File: src/rtl/mem_access_stage_pkg.sv
// Shared types for the memory-access stage: FSM states, latched bundle, bubble.
// Latency: n/a (types and constants only).
// Backpressure: n/a.
package mem_stage_pkg;

  localparam int MS_DATA_W = 16;
  localparam int MS_REG_W  = 4;

  typedef enum logic [1:0] {
    IDLE   = 2'd0,
    ACCESS = 2'd1,
    RESP   = 2'd2
  } state_t;

  // Everything MEM/WB needs from the instruction, held while memory is busy.
  typedef struct packed {
    logic                 regWrite;
    logic [1:0]           resultSrc;
    logic [MS_REG_W-1:0]  rd;
    logic [MS_DATA_W-1:0] aluRes;
    logic [MS_DATA_W-1:0] wdata;
    logic                 isLoad;
  } bundle_t;

  // A bubble writes nothing and carries all-zero fields.
  localparam bundle_t BUBBLE = '0;

endpackage

File: src/rtl/mem_access_stage_if.sv
// Data-memory request/acknowledge bus between the stage and the memory.
// Latency: n/a (wires only).
// Backpressure: request is held by the master until the slave pulses ack.
interface mem_access_stage_if
  import mem_stage_pkg::*;
#(
  parameter int DATA_W = MS_DATA_W
) ();

  logic              mem_req;
  logic              mem_we;
  logic [DATA_W-1:0] mem_addr;
  logic [DATA_W-1:0] mem_wdata;
  logic [DATA_W-1:0] mem_rdata;
  logic              mem_ack;

  modport master (
    output mem_req, mem_we, mem_addr, mem_wdata,
    input  mem_rdata, mem_ack
  );

  modport slave (
    input  mem_req, mem_we, mem_addr, mem_wdata,
    output mem_rdata, mem_ack
  );

endinterface

File: src/rtl/mem_access_stage_timeout_counter.sv
// Counts cycles an access waits for ack; flags the cycle that exhausts the budget.
// Latency: o_done is combinational in the TIMEOUT-th enabled cycle.
// Backpressure: none; clear has priority over enable.
module mem_timeout_counter
  import mem_stage_pkg::*;
#(
  parameter int TIMEOUT = 255,
  parameter int TO_W    = 8
) (
  input  logic clk,
  input  logic reset,
  input  logic i_clear,
  input  logic i_enable,
  output logic o_done
);

  logic [TO_W-1:0] r_count;

  // Count enabled wait cycles; clear between accesses.
  always_ff @(posedge clk or posedge reset) begin
    if (reset) begin
      r_count <= '0;
    end else if (i_clear) begin
      r_count <= '0;
    end else if (i_enable) begin
      r_count <= r_count + TO_W'(1);
    end
  end

  // The current wait cycle is the TIMEOUT-th one when TIMEOUT-1 have already elapsed.
  assign o_done = i_enable && (r_count == TO_W'(TIMEOUT - 1));

endmodule

File: src/rtl/mem_access_stage.sv
// Memory-access stage: passes non-memory ops through, drives data memory for loads/stores.
// Latency: 0 cycles pass-through; loads/stores take 3+ cycles (detect, access, response).
// Backpressure: stall holds upstream from the detect cycle until the response cycle.
module mem_access_stage
  import mem_stage_pkg::*;
#(
  parameter int DATA_W  = MS_DATA_W,
  parameter int REG_W   = MS_REG_W,
  parameter int TIMEOUT = 255,
  parameter int TO_W    = 8
) (
  input  logic              clk,
  input  logic              reset,
  input  logic              valid_in,
  input  logic              memRead_in,
  input  logic              memWrite_in,
  input  logic              regWrite_in,
  input  logic [1:0]        resultSrc_in,
  input  logic [REG_W-1:0]  rd_in,
  input  logic [DATA_W-1:0] aluRes_in,
  input  logic [DATA_W-1:0] writeData_in,
  output logic              regWrite_out,
  output logic [1:0]        resultSrc_out,
  output logic [REG_W-1:0]  rd_out,
  output logic [DATA_W-1:0] aluRes_out,
  output logic [DATA_W-1:0] readData_out,
  output logic [DATA_W-1:0] writeDataM,
  output logic              stall,
  mem_access_stage_if.master mem,
  output logic              err_misalign,
  output logic              err_timeout,
  output logic              err_illegal,
  output logic [DATA_W-1:0] fault_addr
);

  state_t            r_state;
  state_t            w_state_nxt;
  bundle_t           r_bundle;
  logic [DATA_W-1:0] r_rdata;
  logic              r_mem_req;
  logic              r_mem_we;
  logic [DATA_W-1:0] r_mem_addr;
  logic [DATA_W-1:0] r_mem_wdata;
  logic              r_err_misalign;
  logic              r_err_timeout;
  logic              r_err_illegal;
  logic [DATA_W-1:0] r_fault_addr;

  logic w_mem_op;
  logic w_illegal;
  logic w_misalign;
  logic w_issue;
  logic w_to_en;
  logic w_to_clr;
  logic w_to_done;
  logic w_stall;

  // Decode the incoming slot; illegal outranks misaligned.
  assign w_mem_op   = valid_in & (memRead_in | memWrite_in);
  assign w_illegal  = w_mem_op & memRead_in & memWrite_in;
  assign w_misalign = w_mem_op & aluRes_in[0] & ~w_illegal;
  assign w_issue    = w_mem_op & ~w_illegal & ~aluRes_in[0];

  // Ack in the same cycle as the last wait cycle wins, so the counter only runs without ack.
  assign w_to_en  = (r_state == ACCESS) & ~mem.mem_ack;
  assign w_to_clr = (r_state != ACCESS);

  mem_timeout_counter #(
    .TIMEOUT (TIMEOUT),
    .TO_W    (TO_W)
  ) u_timeout (
    .clk      (clk),
    .reset    (reset),
    .i_clear  (w_to_clr),
    .i_enable (w_to_en),
    .o_done   (w_to_done)
  );

  // FSM state register.
  always_ff @(posedge clk or posedge reset) begin
    if (reset) begin
      r_state <= IDLE;
    end else begin
      r_state <= w_state_nxt;
    end
  end

  // Next state and MEM/WB-facing outputs.
  always_comb begin
    w_state_nxt   = r_state;
    w_stall       = 1'b0;
    regWrite_out  = BUBBLE.regWrite;
    resultSrc_out = BUBBLE.resultSrc;
    rd_out        = BUBBLE.rd;
    aluRes_out    = BUBBLE.aluRes;
    readData_out  = '0;
    writeDataM    = BUBBLE.wdata;
    case (r_state)
      IDLE: begin
        if (w_mem_op) begin
          // Memory ops emit a bubble here; only aligned legal ones stall and launch.
          w_stall = w_issue;
          if (w_issue) begin
            w_state_nxt = ACCESS;
          end
        end else begin
          regWrite_out  = regWrite_in & valid_in;
          resultSrc_out = resultSrc_in;
          rd_out        = rd_in;
          aluRes_out    = aluRes_in;
          writeDataM    = writeData_in;
        end
      end
      ACCESS: begin
        w_stall = 1'b1;
        if (mem.mem_ack || w_to_done) begin
          w_state_nxt = RESP;
        end
      end
      RESP: begin
        regWrite_out  = r_bundle.regWrite;
        resultSrc_out = r_bundle.resultSrc;
        rd_out        = r_bundle.rd;
        aluRes_out    = r_bundle.aluRes;
        readData_out  = r_rdata;
        writeDataM    = r_bundle.wdata;
        w_state_nxt   = IDLE;
      end
      default: begin
        w_state_nxt = IDLE;
      end
    endcase
  end

  // Reset must release the upstream immediately, even with a memory op still presented.
  assign stall = w_stall & ~reset;

  // Latch the instruction, hold the memory request, and capture the response.
  always_ff @(posedge clk or posedge reset) begin
    if (reset) begin
      r_bundle    <= BUBBLE;
      r_rdata     <= '0;
      r_mem_req   <= 1'b0;
      r_mem_we    <= 1'b0;
      r_mem_addr  <= '0;
      r_mem_wdata <= '0;
    end else begin
      case (r_state)
        IDLE: begin
          if (w_issue) begin
            r_bundle    <= '{regWrite: regWrite_in, resultSrc: resultSrc_in, rd: rd_in,
                             aluRes: aluRes_in, wdata: writeData_in, isLoad: memRead_in};
            r_rdata     <= '0;
            r_mem_req   <= 1'b1;
            r_mem_we    <= memWrite_in;
            r_mem_addr  <= aluRes_in;
            r_mem_wdata <= writeData_in;
          end
        end
        ACCESS: begin
          if (mem.mem_ack) begin
            r_mem_req <= 1'b0;
            r_rdata   <= r_bundle.isLoad ? mem.mem_rdata : '0;
          end else if (w_to_done) begin
            // An abandoned access must not write the register file.
            r_mem_req         <= 1'b0;
            r_rdata           <= '0;
            r_bundle.regWrite <= 1'b0;
          end
        end
        default: begin
        end
      endcase
    end
  end

  // Sticky error flags and the address of the latest fault.
  always_ff @(posedge clk or posedge reset) begin
    if (reset) begin
      r_err_misalign <= 1'b0;
      r_err_timeout  <= 1'b0;
      r_err_illegal  <= 1'b0;
      r_fault_addr   <= '0;
    end else if (r_state == IDLE && w_illegal) begin
      r_err_illegal <= 1'b1;
      r_fault_addr  <= aluRes_in;
    end else if (r_state == IDLE && w_misalign) begin
      r_err_misalign <= 1'b1;
      r_fault_addr   <= aluRes_in;
    end else if (r_state == ACCESS && w_to_done) begin
      r_err_timeout <= 1'b1;
      r_fault_addr  <= r_mem_addr;
    end
  end

  assign mem.mem_req   = r_mem_req;
  assign mem.mem_we    = r_mem_we;
  assign mem.mem_addr  = r_mem_addr;
  assign mem.mem_wdata = r_mem_wdata;
  assign err_misalign  = r_err_misalign;
  assign err_timeout   = r_err_timeout;
  assign err_illegal   = r_err_illegal;
  assign fault_addr    = r_fault_addr;

endmodule

File: src/flat_wrapper.sv
// flat-port wrapper written by rule: the top's interface ports become plain ports
module mem_access_stage_flat import mem_stage_pkg::*;
#(
  parameter int DATA_W  = MS_DATA_W,
  parameter int REG_W   = MS_REG_W,
  parameter int TIMEOUT = 255,
  parameter int TO_W    = 8
)
  (clk, reset, valid_in, memRead_in, memWrite_in, regWrite_in, resultSrc_in, rd_in, aluRes_in, writeData_in, regWrite_out, resultSrc_out, rd_out, aluRes_out, readData_out, writeDataM, stall, err_misalign, err_timeout, err_illegal, fault_addr, mem_mem_req, mem_mem_we, mem_mem_addr, mem_mem_wdata, mem_mem_rdata, mem_mem_ack);
  mem_access_stage_if #(.DATA_W(DATA_W)) mem_i ();
  input  logic clk;
  input  logic reset;
  input  logic valid_in;
  input  logic memRead_in;
  input  logic memWrite_in;
  input  logic regWrite_in;
  input  logic [1:0] resultSrc_in;
  input  logic [REG_W-1:0] rd_in;
  input  logic [DATA_W-1:0] aluRes_in;
  input  logic [DATA_W-1:0] writeData_in;
  output logic regWrite_out;
  output logic [1:0] resultSrc_out;
  output logic [REG_W-1:0] rd_out;
  output logic [DATA_W-1:0] aluRes_out;
  output logic [DATA_W-1:0] readData_out;
  output logic [DATA_W-1:0] writeDataM;
  output logic stall;
  output logic err_misalign;
  output logic err_timeout;
  output logic err_illegal;
  output logic [DATA_W-1:0] fault_addr;
  output wire logic [$bits(mem_i.mem_req)-1:0] mem_mem_req;
  output wire logic [$bits(mem_i.mem_we)-1:0] mem_mem_we;
  output wire logic [$bits(mem_i.mem_addr)-1:0] mem_mem_addr;
  output wire logic [$bits(mem_i.mem_wdata)-1:0] mem_mem_wdata;
  input wire logic [$bits(mem_i.mem_rdata)-1:0] mem_mem_rdata;
  input wire logic [$bits(mem_i.mem_ack)-1:0] mem_mem_ack;
  assign mem_mem_req = mem_i.mem_req;
  assign mem_mem_we = mem_i.mem_we;
  assign mem_mem_addr = mem_i.mem_addr;
  assign mem_mem_wdata = mem_i.mem_wdata;
  assign mem_i.mem_rdata = mem_mem_rdata;
  assign mem_i.mem_ack = mem_mem_ack;
  mem_access_stage #(.DATA_W(DATA_W), .REG_W(REG_W), .TIMEOUT(TIMEOUT), .TO_W(TO_W)) u_core (.clk(clk), .reset(reset), .valid_in(valid_in), .memRead_in(memRead_in), .memWrite_in(memWrite_in), .regWrite_in(regWrite_in), .resultSrc_in(resultSrc_in), .rd_in(rd_in), .aluRes_in(aluRes_in), .writeData_in(writeData_in), .regWrite_out(regWrite_out), .resultSrc_out(resultSrc_out), .rd_out(rd_out), .aluRes_out(aluRes_out), .readData_out(readData_out), .writeDataM(writeDataM), .stall(stall), .mem(mem_i), .err_misalign(err_misalign), .err_timeout(err_timeout), .err_illegal(err_illegal), .fault_addr(fault_addr));
endmodule
File: config.mk
export PLATFORM = sky130hd
export DESIGN_NAME = mem_access_stage_flat
export DESIGN_NICKNAME = d
export VERILOG_FILES = /design/src/rtl/mem_access_stage_pkg.sv /design/src/rtl/mem_access_stage_if.sv /design/src/rtl/mem_access_stage_timeout_counter.sv /design/src/rtl/mem_access_stage.sv /design/src/flat_wrapper.sv
export SDC_FILE = /design/constraint.sdc
export NUM_CORES = 1
export LEC_CHECK = 0
export ABC_AREA = 0
export BUFFER_PORTS_ARGS = -buffer_cell sky130_fd_sc_hd__buf_2
export CAP_MARGIN = 15
export CORE_UTILIZATION = 35
export DETAILED_ROUTE_END_ITERATION = 16
export GPL_TIMING_DRIVEN = 0
export PLACE_DENSITY = 0.64
export SYNTH_ARGS = -nofsm -noshare
export SYNTH_HDL_FRONTEND = slang
export SYNTH_HIERARCHICAL = 1
export SYNTH_SLANG_ARGS = --single-unit
File: constraint.sdc
create_clock -name clk -period 7.3 [get_ports clk]
set_input_delay 0.365 -clock clk [delete_from_list [all_inputs] [get_ports clk]]
set_output_delay 0.365 -clock clk [all_outputs]
set_load 0.005 [all_outputs]
==> impl_metrics.csv <==
group,metric,value,unit
global_routing,grt_pass1_wl,17.9,mm
critical_path,startpoint_type,"flip-flop",
drt,met3_length,605,um
synth,synth-async-reset-ratio,100,%
clock_tree,clk_latency,0.33,ns
cells_and_area,finalNetCount,603,
synth,synth_nets,423,
drt,met2_length,5.29,mm
timing,drv_slew,0,
pwr,p_leak,2.99,nW
clock_tree,cts_tree,"yes",
cells_and_area,drive_gt1_share,45.1,%
synth,syn_area_per_cell,12.0,sq um
clock_tree,postCtsSetupBuffers,0,
drt,post_drt_wl_per_cell,16.0,um
timing,setup_viol,0,
drt,vias_per_cell,5.05,
clock_tree,clockRootBuffer,"clkbuf_16",
timing,tightestPinTransition,0.620,ns
synth,netlist_instances,360,
drt,route.detailed.drc,0,
place,place_ws,4.40,ns
worst_hold_path,min_path_type,"input port to asynchronous set/reset pin",
synth,yosysWarnings,6,
critical_path,worstSetupPathType,"flip-flop to flip-flop",
clock_tree,cts_made_buffers,9,
clock_tree,cts_max_path_buffers,2,
die,floorplan.io_pins,170,
drt,wl_met1,5.01,mm
clock_tree,postCtsHoldBufs,0,
timing,skew,0.00442,ns
outcome,outcome,"finished clean",
synth,netlist_area,4310,sq um
cells_and_area,utilization,47.6,%
drt,routed_wl,11.1,mm
critical_path,cp-end-kind,"flip-flop",
die,fp-row-count,40,
drt,first_pass_iters,6,
timing,setup_ws,4.38,ns
synth,yosys_most_used_dff,"dfrtp_1",
global_routing,overflow,0,
drt,ant_nets,0,
synth,synth_seq_cells,87,
clock_tree,postCtsResizedCells,0,
cells_and_area,antennaDiodeCount,0,
timing,finalCritPeriodShare,40.1,%
clock_tree,clk_pin_slew,0.06,ns
pwr,p_total,0.00164,W
pwr,ir_worst_vdd,0.140,mV
flow_run,drv_cap,0,
global_routing,antenna_found_initial,0,
clock_tree,htree_levels,3,
cells_and_area,synthToLayoutAreaGrowth,32.5,%
place,portBuffers,168,
global_routing,grt_pass1_vias,3524,
global_routing,grt_usage,17.8,%
global_routing,grt_max_degree,47,
cells_and_area,fillCellCount,1116,
pwr,powerDensity,287,nW/um^2
cells_and_area,ff_latch_area,2180,sq um
cells_and_area,multi_input_area,1710,sq um
die,die_h,113,um
die,start_util,35.9,%
synth,synth-seq-area-share,50.5,%
timing,max_freq,342,MHz
die,die_area,12800,sq um
critical_path,worstPathMaxFanout,10,
drt,drtIter0Drc,94,
critical_path,r2r-start,"u_core/r_state[0]",
timing,fin_crit,2.92,ns
critical_path,worstSetupStartpoint,"u_core/r_state[0]",
place,place_hpwl,8.13,mm
timing,finalSetupTns,0,ns
die,die_w,113,um
die,core_area,12000,sq um
critical_path,worstPathArrival,3.13,ns
timing,rsz0062_at_grt,"false",
cells_and_area,final_common_cell,"buf_2",
clock_tree,clkSinkCount,87,
synth,ys_types,43,
synth,synth_edf_count,0,
place,gp_congestion,0.789,
timing,slew_headroom,58.7,%
timing,hold_viol_final,0,
critical_path,required,7.50,ns
cells_and_area,final_cell_mix,"buf_2 (177), dfrtp_1 (87), a22o_1 (54)",
drt,top_layer_used,"met4",
drt,vias,3497,
==> stage by stage <==
step                      area (sq um)  hold slack (ns)  cells
after detailed placement          5370            0.369    676
after global placement            5340            0.341    675
after CTS                         5710          0.00509    692
final                             5710           0.0108    692
after global routing              5710           0.0378    692
after floorplan                   4310            0.181    360
==> final cells by class <==
type	count	share of cell area, %
flip-flops and latches	87	38.1
multi-input cells	205	29.9
repair buffers	169	15.2
plain buffers	59	6.90
clock buffers	10	4.18
well taps	147	3.22
clock inverters	6	1.88
inverters	9	0.635
==> power breakdown <==
group          leakage [nW]  switching (W)  internal (W)
registers              1.08      0.0000839      0.000599
clock network         0.168       0.000185      0.000342
logic                  1.74       0.000172      0.000257
total                  2.99       0.000440       0.00120
==> final timing paths <==
path / to / slack, ns / depth (start not counted)
worst max register to register: u_core/fault_addr[0] / 4.38 / 11
worst min register to register: u_core/err_misalign / 0.46 / 1
worst min-delay path: u_core/u_timeout/r_count[6] / 0.01 / 2
max in group asynchronous: u_core/mem.mem_wdata[14] / 6.66 / 3
worst max-delay path: u_core/fault_addr[0] / 4.38 / 11
min in group clk: u_core/r_rdata[1] / 0.25 / 2
==> flip-flops by register name, indices dropped and copies added, names as in the netlist <==
signal                    count
u_core/r_bundle               8
u_core/err_illegal            1
u_core/r_rdata               16
u_core/mem.mem_wdata         16
u_core/fault_addr            16
u_core/err_misalign           1
u_core/u_timeout/r_count      8
u_core/mem.mem_we             1
u_core/err_timeout            1
u_core/r_state                2
u_core/mem.mem_addr          16
u_core/mem.mem_req            1
==> worst max-delay path, stage by stage, from the launching register on <==
cell	delay, ns
dfrtp_1	0.45
nor2b_1	0.32
inv_1	0.14
nor2_1	0.18
buf_6	0.16
nand4_4	0.14
nor2_1	0.23
and3b_1	0.23
clkbuf_1	0.41
buf_2	0.35
nand2_1	0.08
o311ai_0	0.10
==> synthesized netlist by cell type, drive strengths merged, types with 5 or more instances <==
library cell / instances / area [sq um]
a22o: 54 / 473
inv: 9 / 33.8
nand2: 6 / 22.5
and2: 17 / 106
nor2: 9 / 33.8
buf: 47 / 349
a221o: 15 / 150
and3: 17 / 106
nand4: 6 / 52.6
a21oi: 5 / 28.8
dfrtp: 87 / 2180
mux2: 38 / 428
clkbuf: 12 / 45.0
==> routing by layer <==
layer,vias to the layer above,track usage (%)
met5,-,0
met4,0,7.02
met3,16,3.59
met2,106,29.2
met1,1713,23.3
li1,1662,-
==> cells by family after synthesis <==
group	Yosys count	share of synthesized area (%)
AOI/OAI and AO/OA	88	17.6
xor gates and xnor gates	5	1.19
adders and majority gates	3	0.841
buffers and inverters	68	9.92
DFF	87	50.5
muxes	39	10.2
and+or+nand+nor	70	9.78
No activity file was read; power rests on OpenSTA's default activity.
